File: config.mk
export PLATFORM = sky130hd
export DESIGN_NAME = seq_gen_00101_flat
export DESIGN_NICKNAME = d
export VERILOG_FILES = /design/src/rtl/seq_gen_00101_if.sv /design/src/rtl/seq_gen_00101.sv /design/src/flat_wrapper.sv
export SDC_FILE = /design/constraint.sdc
export NUM_CORES = 1
export LEC_CHECK = 0
export BUFFER_PORTS_ARGS = -buffer_cell sky130_fd_sc_hd__buf_2
export CAP_MARGIN = 30
export CORE_UTILIZATION = 50
export CTS_CLUSTER_SIZE = 25
export DETAILED_ROUTE_END_ITERATION = 6
export PLACE_DENSITY = 0.71
export REMOVE_ABC_BUFFERS = 1
export SLEW_MARGIN = 20
export SYNTH_ARGS = -nofsm -noshare
export SYNTH_HDL_FRONTEND = slang
export SYNTH_SLANG_ARGS = --single-unit
File: constraint.sdc
create_clock -name clk -period 2.4 [get_ports clk]
set_clock_uncertainty 0.05 [all_clocks]
set_input_delay 0.24 -clock clk [delete_from_list [all_inputs] [get_ports clk]]
set_output_delay 0.24 -clock clk [all_outputs]
set_load 0.05 [all_outputs]
File: src/rtl/seq_gen_00101_if.sv
// Handshake/data bundle for the 00101 burst generator: burst request in, serial pattern out.
interface seq_gen_00101_if;
  logic       start;
  logic [3:0] count;
  logic       out;
  logic       busy;
  logic       done;

  modport master (
    output start,
    output count,
    input  out,
    input  busy,
    input  done
  );

  modport slave (
    input  start,
    input  count,
    output out,
    output busy,
    output done
  );
endinterface

File: src/rtl/seq_gen_00101.sv
// Burst generator emitting N back-to-back copies of the serial pattern 00101.
// Define SEQ_GEN_GAP_EN to insert a single guard '1' cycle between consecutive copies.
module seq_gen_00101 (
  input  logic             clk,
  input  logic             reset,
  seq_gen_00101_if.slave   bus
);

`ifdef SEQ_GEN_GAP_EN
  typedef enum logic [1:0] {
    StIdle = 2'd0,
    StSend = 2'd1,
    StGap  = 2'd2,
    StDone = 2'd3
  } state_e;
`else
  typedef enum logic [1:0] {
    StIdle = 2'd0,
    StSend = 2'd1,
    StDone = 2'd3
  } state_e;
`endif

  localparam logic [2:0] LastIdx = 3'd4;

  state_e     state_q, state_d;
  logic [2:0] idx_q, idx_d;
  logic [3:0] cnt_q, cnt_d;
  logic       out_q, out_d;
  logic       busy_q, busy_d;
  logic       done_q, done_d;

  // Pattern bit at a given index, in time order 0,0,1,0,1.
  function automatic logic pattern_bit(input logic [2:0] idx);
    logic bit_val;
    bit_val = 1'b0;
    case (idx)
      3'd2:    bit_val = 1'b1;
      3'd4:    bit_val = 1'b1;
      default: bit_val = 1'b0;
    endcase
    return bit_val;
  endfunction

  always_comb begin
    state_d = state_q;
    idx_d   = idx_q;
    cnt_d   = cnt_q;
    unique case (state_q)
      StIdle: begin
        if (bus.start) begin
          cnt_d   = bus.count;
          idx_d   = 3'd0;
          state_d = (bus.count != 4'd0) ? StSend : StDone;
        end
      end
      StSend: begin
        if (idx_q == LastIdx) begin
          if (cnt_q > 4'd1) begin
            cnt_d = cnt_q - 4'd1;
            idx_d = 3'd0;
`ifdef SEQ_GEN_GAP_EN
            state_d = StGap;
`else
            state_d = StSend;
`endif
          end else begin
            state_d = StDone;
          end
        end else begin
          idx_d = idx_q + 3'd1;
        end
      end
`ifdef SEQ_GEN_GAP_EN
      StGap: begin
        state_d = StSend;
      end
`endif
      StDone: begin
        state_d = StIdle;
      end
      default: begin
        state_d = StIdle;
      end
    endcase
  end

  // Outputs are registered from the next state so they line up with the state they describe.
  always_comb begin
    out_d  = 1'b0;
    busy_d = 1'b0;
    done_d = 1'b0;
    unique case (state_d)
      StSend: begin
        out_d  = pattern_bit(idx_d);
        busy_d = 1'b1;
      end
`ifdef SEQ_GEN_GAP_EN
      StGap: begin
        out_d  = 1'b1;
        busy_d = 1'b1;
      end
`endif
      StDone: begin
        done_d = 1'b1;
      end
      default: begin
        out_d  = 1'b0;
      end
    endcase
  end

  always_ff @(posedge clk) begin
    if (reset) begin
      state_q <= StIdle;
      idx_q   <= 3'd0;
      cnt_q   <= 4'd0;
      out_q   <= 1'b0;
      busy_q  <= 1'b0;
      done_q  <= 1'b0;
    end else begin
      state_q <= state_d;
      idx_q   <= idx_d;
      cnt_q   <= cnt_d;
      out_q   <= out_d;
      busy_q  <= busy_d;
      done_q  <= done_d;
    end
  end

  assign bus.out  = out_q;
  assign bus.busy = busy_q;
  assign bus.done = done_q;

endmodule

File: src/flat_wrapper.sv
// flat-port wrapper written by rule: the top's interface ports become plain ports
module seq_gen_00101_flat 
  (clk, reset, bus_start, bus_count, bus_out, bus_busy, bus_done);
  seq_gen_00101_if bus_i ();
  input  logic clk;
  input  logic reset;
  input wire logic [$bits(bus_i.start)-1:0] bus_start;
  input wire logic [$bits(bus_i.count)-1:0] bus_count;
  output wire logic [$bits(bus_i.out)-1:0] bus_out;
  output wire logic [$bits(bus_i.busy)-1:0] bus_busy;
  output wire logic [$bits(bus_i.done)-1:0] bus_done;
  assign bus_i.start = bus_start;
  assign bus_i.count = bus_count;
  assign bus_out = bus_i.out;
  assign bus_busy = bus_i.busy;
  assign bus_done = bus_i.done;
  seq_gen_00101 u_core (.clk(clk), .reset(reset), .bus(bus_i));
endmodule
[Word-level counts from Yosys, hierarchy flattened]
Index checks and enable logic that the tools add are counted.
Operators by class
  reductions and logical operators: 6
  add/subtract/negate cells: 2
  equality and inequality tests: 9
  bitwise gates (word level): 1
  muxes and demuxes: 16
  order comparisons: 1
Operator list (count)
  $mux 4: 3
  $mux 3: 3
  $mux 2: 4
  $pmux 4 s2: 1
  $eq 3x3->1 const B: 2
  $pmux 3 s2: 1
  $eq 2x1->1 const B: 2
  $gt 4x1->1 const B: 1
  $ne 2x1->1 const B: 2
  $pmux 2 s2: 1
  $reduce_and 4->1: 1
  $reduce_bool 4->1: 1
  $reduce_or 2->1: 2
  $sub 4x1->4 const B: 1
  $add 3x1->3 const B: 1
  $eq 3x2->1 const B: 1
  $mux 1: 3
  $eq 2x2->1 const B: 1
  $logic_not 2->1: 1
  $ne 2x2->1 const B: 1
  $reduce_bool 2->1: 1
  $not 1->1: 1
Storage, ports and cells
  output and inout bits: 3
  register bits: 12

[Longest topological paths before layout]
Gate-level depths: netlist of run 1.
  word-level depth: 7
  gate-level depth with buffers: 6

[Worst setup path before layout of run 1]
Ideal clock, no wire load.
  path kind: register -> register
  start point: register u_core.cnt_q[0]
  end point: register u_core.out_q (netlist: u_core.bus.out)
  arrival time: 1722 ps
  cell stages (with the launch flop): 7
  required time: 2247 ps
  setup slack: 524 ps
  library setup time: 103 ps
  cells stage by stage: dfxtp_1 -> inv_1 -> ha_1 -> or2_1 -> a311o_1 -> a21o_1 -> a2111oi_2
On the way
  longest elaborated chain between the ends: 7
  elaborated cells on any way between the ends: 14
Ends and longest elaborated chain
  start: declaration: line seq_gen_00101.sv:28  | logic [3:0] cnt_q, cnt_d;
  start signal: assignment: line seq_gen_00101.sv:124  | cnt_q <= cnt_d;
  $gt 4x1->1 (*): line seq_gen_00101.sv:59  | if (cnt_q > 4'd1) begin
  $mux 3 / $mux 2 (equally long branches): line seq_gen_00101.sv:59
  $mux 3 / $mux 2 (equally long branches): line seq_gen_00101.sv:58  | if (idx_q == LastIdx) begin
  $pmux 3 s2 / $pmux 2 s2 (equally long branches): line seq_gen_00101.sv:49  | unique case (state_q)
  $eq 3x2->1 (tied with other cells): line seq_gen_00101.sv:37  | case (idx)
  $reduce_or 2->1 (no source line) / $not 1->1 (equally long branches)
  $mux 1 / $reduce_or 2->1 (equally long branches)
  end signal: assignment: line seq_gen_00101.sv:125  | out_q <= out_d;
  end: declaration: line seq_gen_00101.sv:29  | logic out_q, out_d;
Mark *: on every way between the ends. The rest lies on a longest branch, timed or not.
A chain may end at the register's enable or synchronous reset.

[Final worst setup path of run 1]
Ends and elaborated chain as after synthesis.

==> impl_metrics.json, run 1 <==
{
  "timing.fmax_mhz": 499,
  "first_iter_violations": 19,
  "grt_pass1_wl_um": 2170,
  "rsz0062_at_grt": "no",
  "dp.cells": 105,
  "antenna_cells": 0,
  "hold_ws_ns": 0.173,
  "grt_pass1_vias": 516,
  "synth-seq-area-share": 0.343,
  "cp_slowest_stage_delay_ns": 0.39,
  "hold_violations": 0,
  "r2r_end": "u_core.bus.out$_SDFF_PP0_",
  "crit_chain": "inv_1 > ha_1 > or2_1 > a311o_1 > a21o_1 > a2111oi_2",
  "path_max_fanout": 5,
  "worst_ep_arrival_time_ns": 2.12,
  "portBuffers": 9,
  "synthCells": 82,
  "crit_type": "register to register",
  "cp.required_ns": 2.51,
  "rr_startpoint": "u_core.cnt_q[0]$_SDFFE_PP0P_",
  "max-clock-path-buffers": 2,
  "antenna_found_initial": 0,
  "power_density_nw_per_um2": 562,
  "syn_to_final_growth_pct": 12.0,
  "ir_worst_vdd_v": 0.000430,
  "post_cts_resized": 0,
  "mostFrequentLayoutCells": "dfxtp_1 (12), buf_2 (9), inv_1 (7), nand2_1 (7), nor2_1 (7)",
  "gp_congestion": 0.800,
  "netlist.area_leader.share": 0.343,
  "r2r_slack_ns": 0.39,
  "wl_per_cell_um": 13.5,
  "fin_setup_tns_ns": 0,
  "start_kind": "register",
  "synthTopCellsByArea": "dfxtp_1 (34%), ha_1 (7.1%), a21oi_1 (4.3%), inv_1 (3.8%), nand2_1 (3.8%)",
  "vias": 635,
  "core-area_um2": 1300,
  "ys_ff_latch": 12,
  "clk_pin_slew_ns": 0.07,
  "cap_viol_max_count": 0,
  "total_power_uw": 441,
  "tritoncts": "yes",
  "min_period_ns": 2.01,
  "yosys.area.top_type": "dfxtp_1",
  "io_pins": 10,
  "syn_area_um2": 701,
  "numCtsBuffers": 3,
  "cts.sinks": 12,
  "layout-drive-gt1-share": 0.204,
  "worstSetupEndpointType": "register",
  "min-delay-start": "reset",
  "die_width_um": 39.4,
  "die_area_um2": 1560,
  "stdcell_count": 108,
  "nNetsFinal": 106,
  "n_fill_cell": 128,
  "gr-total-overflow": 0,
  "p_leak_nw": 0.320,
  "rows": 13,
  "drt-total-wl_um": 1460,
  "slowest_stage": "dfxtp_1",
  "min_path_cells": 2,
  "drc": 0,
  "vias_per_cell": 5.88,
  "detail-route-antenna-nets": 0,
  "fin_util": 0.603,
  "postCtsSetupRepairBufs": 0,
  "die_y_um": 39.4,
  "tightest_slew_ns": 0.528,
  "first_pass_iters": 4,
  "ys_warn_count": 0,
  "final_max_slew_viol_count": 0,
  "hold_buffers": 0,
  "dp_hpwl_um": 1150,
  "clk_latency_ns": 0.27,
  "cts_max_level": 1,
  "grt_max_degree": 11,
  "finalSetupViolations": 0,
  "min_to": "u_core.state_q[0]$_SDFF_PP0_",
  "postSynthAreaPerCell_um2": 8.54,
  "start_util": 0.538,
  "final_common_cell": "dfxtp_1",
  "hold_class": "primary input to register",
  "synth.distinct_cells": 33,
  "reg2regPathDepth": 6,
  "period_share": 0.836,
  "relSlewSlack": 0.643,
  "root_buffer": "clkbuf_4",
  "grt_usage": 0.215,
  "status": "finished, final reports clean"
}
layer usage:
metal	GRT usage	up-vias	wire (µm)
met5	0	-	0
met4	0.0259	0	10
met3	0.102	2	102
li1	-	321	-
met2	0.373	26	697
met1	0.241	286	648
kinds of logic (layout without fill, tap and decap cells):
group,Yosys count,in the layout,synth area share
AOI/OAI and AO/OA,26,26,0.298
buffers and inverters,9,20,0.0518
and+or+nand+nor,30,30,0.221
muxes,1,1,0.0143
adders and majority gates,4,4,0.0714
DFF,12,12,0.343
metrics by stage:
| step | worst slack, ns | area (µm²) |
|---|---|---|
| floorplan | 0.524 | 691 |
| global placement | 0.469 | 762 |
| detailed placement | 0.418 | 762 |
| CTS | 0.390 | 785 |
| global route | 0.242 | 785 |
| finish | 0.395 | 785 |
state kept, by name, summed over array words and instances (netlist names):
signal,flops
u_core.bus.done,1
u_core.cnt_q,4
u_core.bus.busy,1
u_core.state_q,2
u_core.idx_q,3
u_core.bus.out,1
layout make-up:
| cell class | count | area [µm²] | share of cell area |
|---|---|---|---|
| Multi-Input combinational cell | 61 | 424 | 0.541 |
| Sequential cell | 12 | 240 | 0.306 |
| Timing Repair Buffer | 10 | 52.6 | 0.0670 |
| Inverter | 7 | 26.3 | 0.0335 |
| Clock buffer | 3 | 22.5 | 0.0287 |
| Tap cell | 15 | 18.8 | 0.0239 |
worst max-delay path, delay by kind of cell, from the launching register on:
family	cells	cell delay [ns]
flip-flops	1	0.39
adder cells (fa/ha/maj)	1	0.21
AND/OR/NAND/NOR	1	0.27
buffers and inverters	1	0.06
AO/OA/AOI/OAI	3	0.91
report_power, final:
part	internal [mW]	switching, mW
combinational	0.0391	0.0587
sequential	0.211	0.0114
clock	0.0581	0.0626
cell usage after synthesis:
cell type / number
inv_1: 7
nand4_1: 1
o21ba_2: 1
nand3_1: 2
or2_2: 1
nor4_1: 1
mux2i_1: 1
and2_1: 1
nand4b_1: 1
a211oi_2: 1
nand2_1: 7
a311o_1: 1
o21ai_0: 3
dfxtp_1: 12
ha_1: 4
o32ai_1: 2
a21oi_1: 6
buf_2: 2
and2b_1: 1
or2_1: 1
nand2b_1: 1
o21bai_4: 1
nor2b_1: 2
and3_1: 1
a2111oi_2: 1
nor3b_1: 2
a22oi_1: 2
a21o_1: 3
nor2_1: 7
o311ai_0: 1
nor3_1: 1
o221a_2: 1
a211oi_1: 3
worst max path at each step:
stage,start,end,slack (ns)
6_report,u_core.cnt_q[0]$_SDFFE_PP0P_,u_core.bus.out$_SDFF_PP0_,0.39
5_1_grt,u_core.cnt_q[0]$_SDFFE_PP0P_,u_core.bus.out$_SDFF_PP0_,0.24
3_3_place_gp,u_core.cnt_q[0]$_SDFFE_PP0P_,u_core.bus.out$_SDFF_PP0_,0.47
4_1_cts,u_core.cnt_q[0]$_SDFFE_PP0P_,u_core.bus.out$_SDFF_PP0_,0.39
2_1_floorplan,u_core.cnt_q[0]$_SDFFE_PP0P_,u_core.bus.out$_SDFF_PP0_,0.52
3_5_place_dp,u_core.cnt_q[0]$_SDFFE_PP0P_,u_core.bus.out$_SDFF_PP0_,0.42
(Power assumes the default switching activity.)
==> run 2, diff against run 1 <==
ABC_AREA = 1   (was default)
CORE_UTILIZATION = 48   (was 50)
clock period = 1.7 ns   (was 2.4 ns; I/O delays follow)
==> run 2 against run 1 <==
Critical path depth increased by 5. Clock power increased by 94%. Combinational power increased by 41%. Die area increased by 5.5%. Sequential share of layout area decreased by 0.90 points. Critical path type unchanged. Largest power group unchanged. Highest routed layer unchanged.
==> impl_metrics.json, run 2 <==
{
  "hold_buffers": 0,
  "first_iter_violations": 10,
  "relSlewSlack": 0.834,
  "pre_cts_slack_ns": 0.256,
  "die_y_um": 40.5,
  "grt.busiest_layer": "met2",
  "vias": 647,
  "cts.sinks": 12,
  "hold_violations": 0,
  "die_width_um": 40.5,
  "min_path_cells": 2,
  "nNetsFinal": 130,
  "layout-drive-gt1-share": 0.246,
  "cap_viol_max_count": 0,
  "cts_max_level": 1,
  "gp_congestion": 0.885,
  "post_cts_resized": 0,
  "yosysMostFrequentCell": "nand2_1",
  "final_max_slew_viol_count": 0,
  "grt_pass1_wl_um": 2210,
  "grt_max_degree": 9,
  "crit_type": "register to register",
  "numCtsBuffers": 3,
  "tightest_slew_ns": 0.251,
  "cp.required_ns": 1.86,
  "min_period_ns": 1.47,
  "gr-total-overflow": 0,
  "rr_startpoint": "u_core.cnt_q[0]$_SDFFE_PP0P_",
  "path_max_fanout": 6,
  "synthCells": 106,
  "clk_latency_ns": 0.28,
  "postCtsSetupRepairBufs": 0,
  "power_density_nw_per_um2": 844,
  "detail-route-antenna-nets": 0,
  "synthArstFlopShare": 0,
  "hold_ws_ns": 0.0961,
  "vias_per_cell": 4.86,
  "min-delay-start": "reset",
  "drt-total-wl_um": 1340,
  "grt_pass1_vias": 537,
  "p_leak_nw": 0.405,
  "gr-usage-met3": 0.100,
  "antenna_found_initial": 0,
  "use_met1": 0.266,
  "ys_warn_count": 0,
  "root_buffer": "clkbuf_4",
  "r2r_slack_ns": 0.23,
  "reg_top3": "u_core.cnt_q: 4 flops, u_core.idx_q: 3 flops, u_core.state_q: 2 flops",
  "start_util": 0.534,
  "worstSetupEndpointType": "register",
  "tritoncts": "yes",
  "min_to": "u_core.cnt_q[0]$_SDFFE_PP0P_",
  "finalSetupViolations": 0,
  "io_pins": 10,
  "fin_setup_tns_ns": 0,
  "die_area_um2": 1640,
  "period_share": 0.867,
  "synth_flop_cell": "dfxtp_1",
  "worst_ep_arrival_time_ns": 1.64,
  "status": "finished, final reports clean",
  "synth.distinct_cells": 18,
  "syn_to_final_growth_pct": 13.5,
  "max-clock-path-buffers": 2,
  "r2r_end": "u_core.cnt_q[1]$_SDFFE_PP0P_",
  "portBuffers": 9,
  "start_kind": "register",
  "core-area_um2": 1330,
  "top_register": "u_core.cnt_q",
  "ir_worst_vdd_v": 0.000536,
  "n_fill_cell": 138,
  "syn_area_um2": 712,
  "antenna_cells": 0,
  "met2_usage": 0.329,
  "grt_usage": 0.217,
  "synth-seq-area-share": 0.337,
  "clk_pin_slew_ns": 0.09,
  "dp_hpwl_um": 1070,
  "ys_top_cells_by_count": "nand2_1 (34), inv_1 (13), dfxtp_1 (12)",
  "reg2regPathDepth": 11,
  "rows": 13,
  "rsz0062_at_grt": "no",
  "synthTopCellsByArea": "dfxtp_1 (34%), nand2_1 (18%), ha_1 (7.0%), inv_1 (6.9%), nor2_1 (5.3%)",
  "ys_ff_latch": 12,
  "timing.fmax_mhz": 678,
  "worst_slack_ns": 0.225,
  "final_common_cell": "nand2_1",
  "wl_per_cell_um": 10.0,
  "netlist.area_leader.share": 0.337,
  "hold_class": "primary input to register",
  "drc": 0,
  "largest_register_ffs": 4,
  "first_pass_iters": 4,
  "mostFrequentLayoutCells": "nand2_1 (34), inv_1 (13), dfxtp_1 (12), nor2_1 (10), buf_2 (9)",
  "yosys.area.top_type": "dfxtp_1",
  "postSynthAreaPerCell_um2": 6.72,
  "synth_edf_count": 0
}
[run 2: how the worst max path moves through the flow]
stage | startpoint | end | slack, ns | depth (start not counted)
floorplan | u_core.cnt_q[0]$_SDFFE_PP0P_ | u_core.cnt_q[0]$_SDFFE_PP0P_ | 0.40 | 11
global placement | u_core.idx_q[0]$_SDFF_PP0_ | u_core.bus.out$_SDFF_PP0_ | 0.30 | 10
detailed placement | u_core.cnt_q[0]$_SDFFE_PP0P_ | u_core.cnt_q[2]$_SDFFE_PP0P_ | 0.26 | 11
CTS | u_core.cnt_q[0]$_SDFFE_PP0P_ | u_core.cnt_q[2]$_SDFFE_PP0P_ | 0.22 | 11
global route | u_core.cnt_q[0]$_SDFFE_PP0P_ | u_core.cnt_q[2]$_SDFFE_PP0P_ | 0.10 | 11
finish | u_core.cnt_q[0]$_SDFFE_PP0P_ | u_core.cnt_q[1]$_SDFFE_PP0P_ | 0.23 | 11
[run 2: kinds of logic (layout without fill, tap and decap cells)]
kind of cell | after synthesis | count (layout) | synth area share
compound gates | 11 | 11 | 0.0932
fa+ha+maj | 4 | 4 | 0.0703
buf+inv | 18 | 30 | 0.0949
flops | 12 | 12 | 0.337
simple gates | 61 | 61 | 0.404
[run 2: through the flow]
step / util / cells / area [µm²] / total power, mW
floorplan: - / 105 / 708 / 0.420
global placement: 0.579 / 129 / 772 / 0.452
detailed placement: 0.579 / 129 / 772 / 0.453
CTS: 0.606 / 133 / 808 / 0.689
global route: 0.606 / 133 / 808 / 0.726
finish: 0.606 / 133 / 808 / 0.682
[run 2: power by group]
group	total (mW)	switching, mW	internal (mW)
registers	0.308	0.0119	0.296
clock network	0.235	0.105	0.130
logic	0.138	0.0881	0.0503
[run 2: critical path, stage by stage (launching register included)]
cell,delay (ns)
dfxtp_1,0.38
inv_1,0.09
ha_1,0.22
inv_1,0.06
nand2_1,0.06
nand2_1,0.06
nand2_1,0.06
nand2_1,0.09
nand2_4,0.08
inv_2,0.08
nand2_1,0.06
a21oi_1,0.11
[run 2: final cells by class]
| class | instances | area (µm²) | share of cell area |
|---|---|---|---|
| repair buffers | 9 | 45.0 | 0.0557 |
| inverters | 17 | 63.8 | 0.0789 |
| multi-input cells | 76 | 404 | 0.500 |
| flip-flops and latches | 12 | 240 | 0.297 |
| clock buffers | 4 | 36.3 | 0.0449 |
| well taps | 15 | 18.8 | 0.0232 |
[run 2: routing by layer]
metal | up-vias | wire length [µm] | part of all wire
met5 | - | 0 | 0
met4 | 0 | 16 | 0.012
met3 | 4 | 61 | 0.046
met2 | 7 | 593 | 0.44
met1 | 288 | 665 | 0.50
li1 | 348 | - | -
==> run 3, diff against run 2 <==
ABC_AREA = 0   (was 1)
SETUP_SLACK_MARGIN = 0.05   (was default)
SLEW_MARGIN = 30   (was 20)
==> run 3 against run 2 <==
The flow now finishes with violations (negative setup slack). Total power up 1.4%. Wire length up 27%. Combinational power up 49%. Die area down 1.5%. Non-clock buffer count up 11. First-iteration DRC count up 80%. Via count up 8.0%. Critical endpoint is now u_core.cnt_q[0]$_SDFFE_PP0P_.
==> impl_metrics.json, run 3 (synthesis gave the netlist of run 1 again) <==
{
  "grt_usage": 0.221,
  "die_width_um": 40.2,
  "vias_per_cell": 5.92,
  "p_leak_nw": 0.393,
  "relSlewSlack": 0.648,
  "cts.sinks": 12,
  "path_max_fanout": 4,
  "fin_setup_tns_ns": -0.112,
  "slowest_stage": "dfxtp_2",
  "r2r_slack_ns": -0.07,
  "start_util": 0.525,
  "path_common_cell": "a21o_1",
  "hold_violations": 0,
  "regArea_um2": 246,
  "grt_max_degree": 9,
  "worst_slack_ns": -0.0691,
  "start_kind": "register",
  "total_power_uw": 691,
  "min_period_ns": 1.77,
  "rsz0062_at_grt": "yes",
  "mostFrequentLayoutCells": "buf_4 (10), buf_2 (9), nand2_1 (7), nor2_1 (7), dfxtp_1 (7)",
  "portBuffers": 9,
  "wl_per_cell_um": 14.3,
  "crit_chain": "inv_2 > ha_4 > or2_4 > buf_6 > a21o_1 > a21o_1 > o221a_2",
  "io_pins": 10,
  "grt_pass1_vias": 565,
  "tightest_slew_ns": 0.523,
  "pre_cts_slack_ns": -0.181,
  "antenna_cells": 0,
  "period_share": 1.04,
  "die_y_um": 40.2,
  "min_path_cells": 2,
  "die_area_um2": 1620,
  "reg_top3": "u_core.cnt_q: 4 flops, u_core.idx_q: 3 flops, u_core.state_q: 2 flops",
  "status": "finished with violations",
  "top_register": "u_core.cnt_q",
  "syn_to_final_growth_pct": 34.5,
  "grt_pass1_wl_um": 2310,
  "ir_worst_vdd_v": 0.000425,
  "rr_startpoint": "u_core.cnt_q[1]$_SDFFE_PP0P_",
  "reg2regPathDepth": 7,
  "crit_type": "register to register",
  "clk_pin_slew_ns": 0.07,
  "finalSetupViolations": 4,
  "min-delay-start": "reset",
  "core-area_um2": 1330,
  "drc": 0,
  "hold_ws_ns": 0.121,
  "gr-total-overflow": 0,
  "largest_register_ffs": 4,
  "first_iter_violations": 18,
  "final_max_slew_viol_count": 0,
  "root_buffer": "clkbuf_4",
  "cp.required_ns": 1.81,
  "numCtsBuffers": 3,
  "antenna_found_initial": 0,
  "min_to": "u_core.cnt_q[1]$_SDFFE_PP0P_",
  "gp_congestion": 0.794,
  "rows": 13,
  "drt-total-wl_um": 1690,
  "power_density_nw_per_um2": 734,
  "worstSetupEndpointType": "register",
  "final_area_um2": 942,
  "timing.fmax_mhz": 565,
  "nNetsFinal": 116,
  "dp_hpwl_um": 1160,
  "hold_class": "primary input to register",
  "worst_ep_arrival_time_ns": 1.88,
  "fin_util": 0.706,
  "cap_viol_max_count": 0,
  "cp_slowest_stage_delay_ns": 0.33,
  "hold_buffers": 0,
  "cts_max_level": 1,
  "postPlaceCellArea_um2": 822,
  "final_common_cell": "buf_4",
  "vias": 699,
  "max-clock-path-buffers": 2,
  "detail-route-antenna-nets": 0,
  "r2r_end": "u_core.cnt_q[0]$_SDFFE_PP0P_",
  "stdcell_count": 118,
  "dp.cells": 113,
  "layout-drive-gt1-share": 0.437,
  "clk_latency_ns": 0.27,
  "violations": "negative setup slack",
  "multi_input_area_um2": 497,
  "tritoncts": "yes",
  "n_fill_cell": 108,
  "first_pass_iters": 4
}
-- run 3: how the worst max path moves through the flow --
stage	startpoint	endpoint	cells past startpoint
after floorplan	u_core.cnt_q[0]$_SDFFE_PP0P_	u_core.bus.out$_SDFF_PP0_	6
after global placement	u_core.cnt_q[0]$_SDFFE_PP0P_	u_core.bus.out$_SDFF_PP0_	6
after detailed placement	u_core.cnt_q[0]$_SDFFE_PP0P_	u_core.bus.out$_SDFF_PP0_	6
after CTS	u_core.cnt_q[0]$_SDFFE_PP0P_	u_core.cnt_q[0]$_SDFFE_PP0P_	7
after global routing	u_core.cnt_q[0]$_SDFFE_PP0P_	u_core.cnt_q[0]$_SDFFE_PP0P_	7
final	u_core.cnt_q[1]$_SDFFE_PP0P_	u_core.cnt_q[0]$_SDFFE_PP0P_	7
-- run 3: critical path, delay by kind of cell, from the launching register on --
family	cells	cell delay (ns)
simple gates	1	0.25
buf+inv	2	0.18
fa+ha+maj	1	0.16
flops	1	0.33
compound gates	3	0.71
-- run 3: power breakdown --
part / switching, mW / internal [mW] / total, mW / leakage, nW
registers: 0.0157 / 0.300 / 0.316 / 0.100
clock network: 0.0893 / 0.0819 / 0.171 / 0.0138
logic: 0.108 / 0.0968 / 0.205 / 0.280
total: 0.213 / 0.479 / 0.691 / 0.393
-- run 3: area by class of cell --
class,count,share of cell area
Multi-Input combinational cell,61,0.527
Clock buffer,3,0.0239
Sequential cell,12,0.262
Tap cell,15,0.0199
Inverter,7,0.0279
Timing Repair Buffer,20,0.139
-- run 3: timing repair --
action | 4_1_cts | 5_1_grt
gates resized for setup | 11 | 11
cloned | 0 | 0
setup buffers | 2 | 0
pin swaps | 9 | 6
setup endpoints to repair | 6 | 6
-- run 3: layer usage --
layer  GRT usage  wire length [µm]
met5           0                 0
met4      0.0250                14
met3       0.100                92
met2       0.391               880
met1       0.248               704
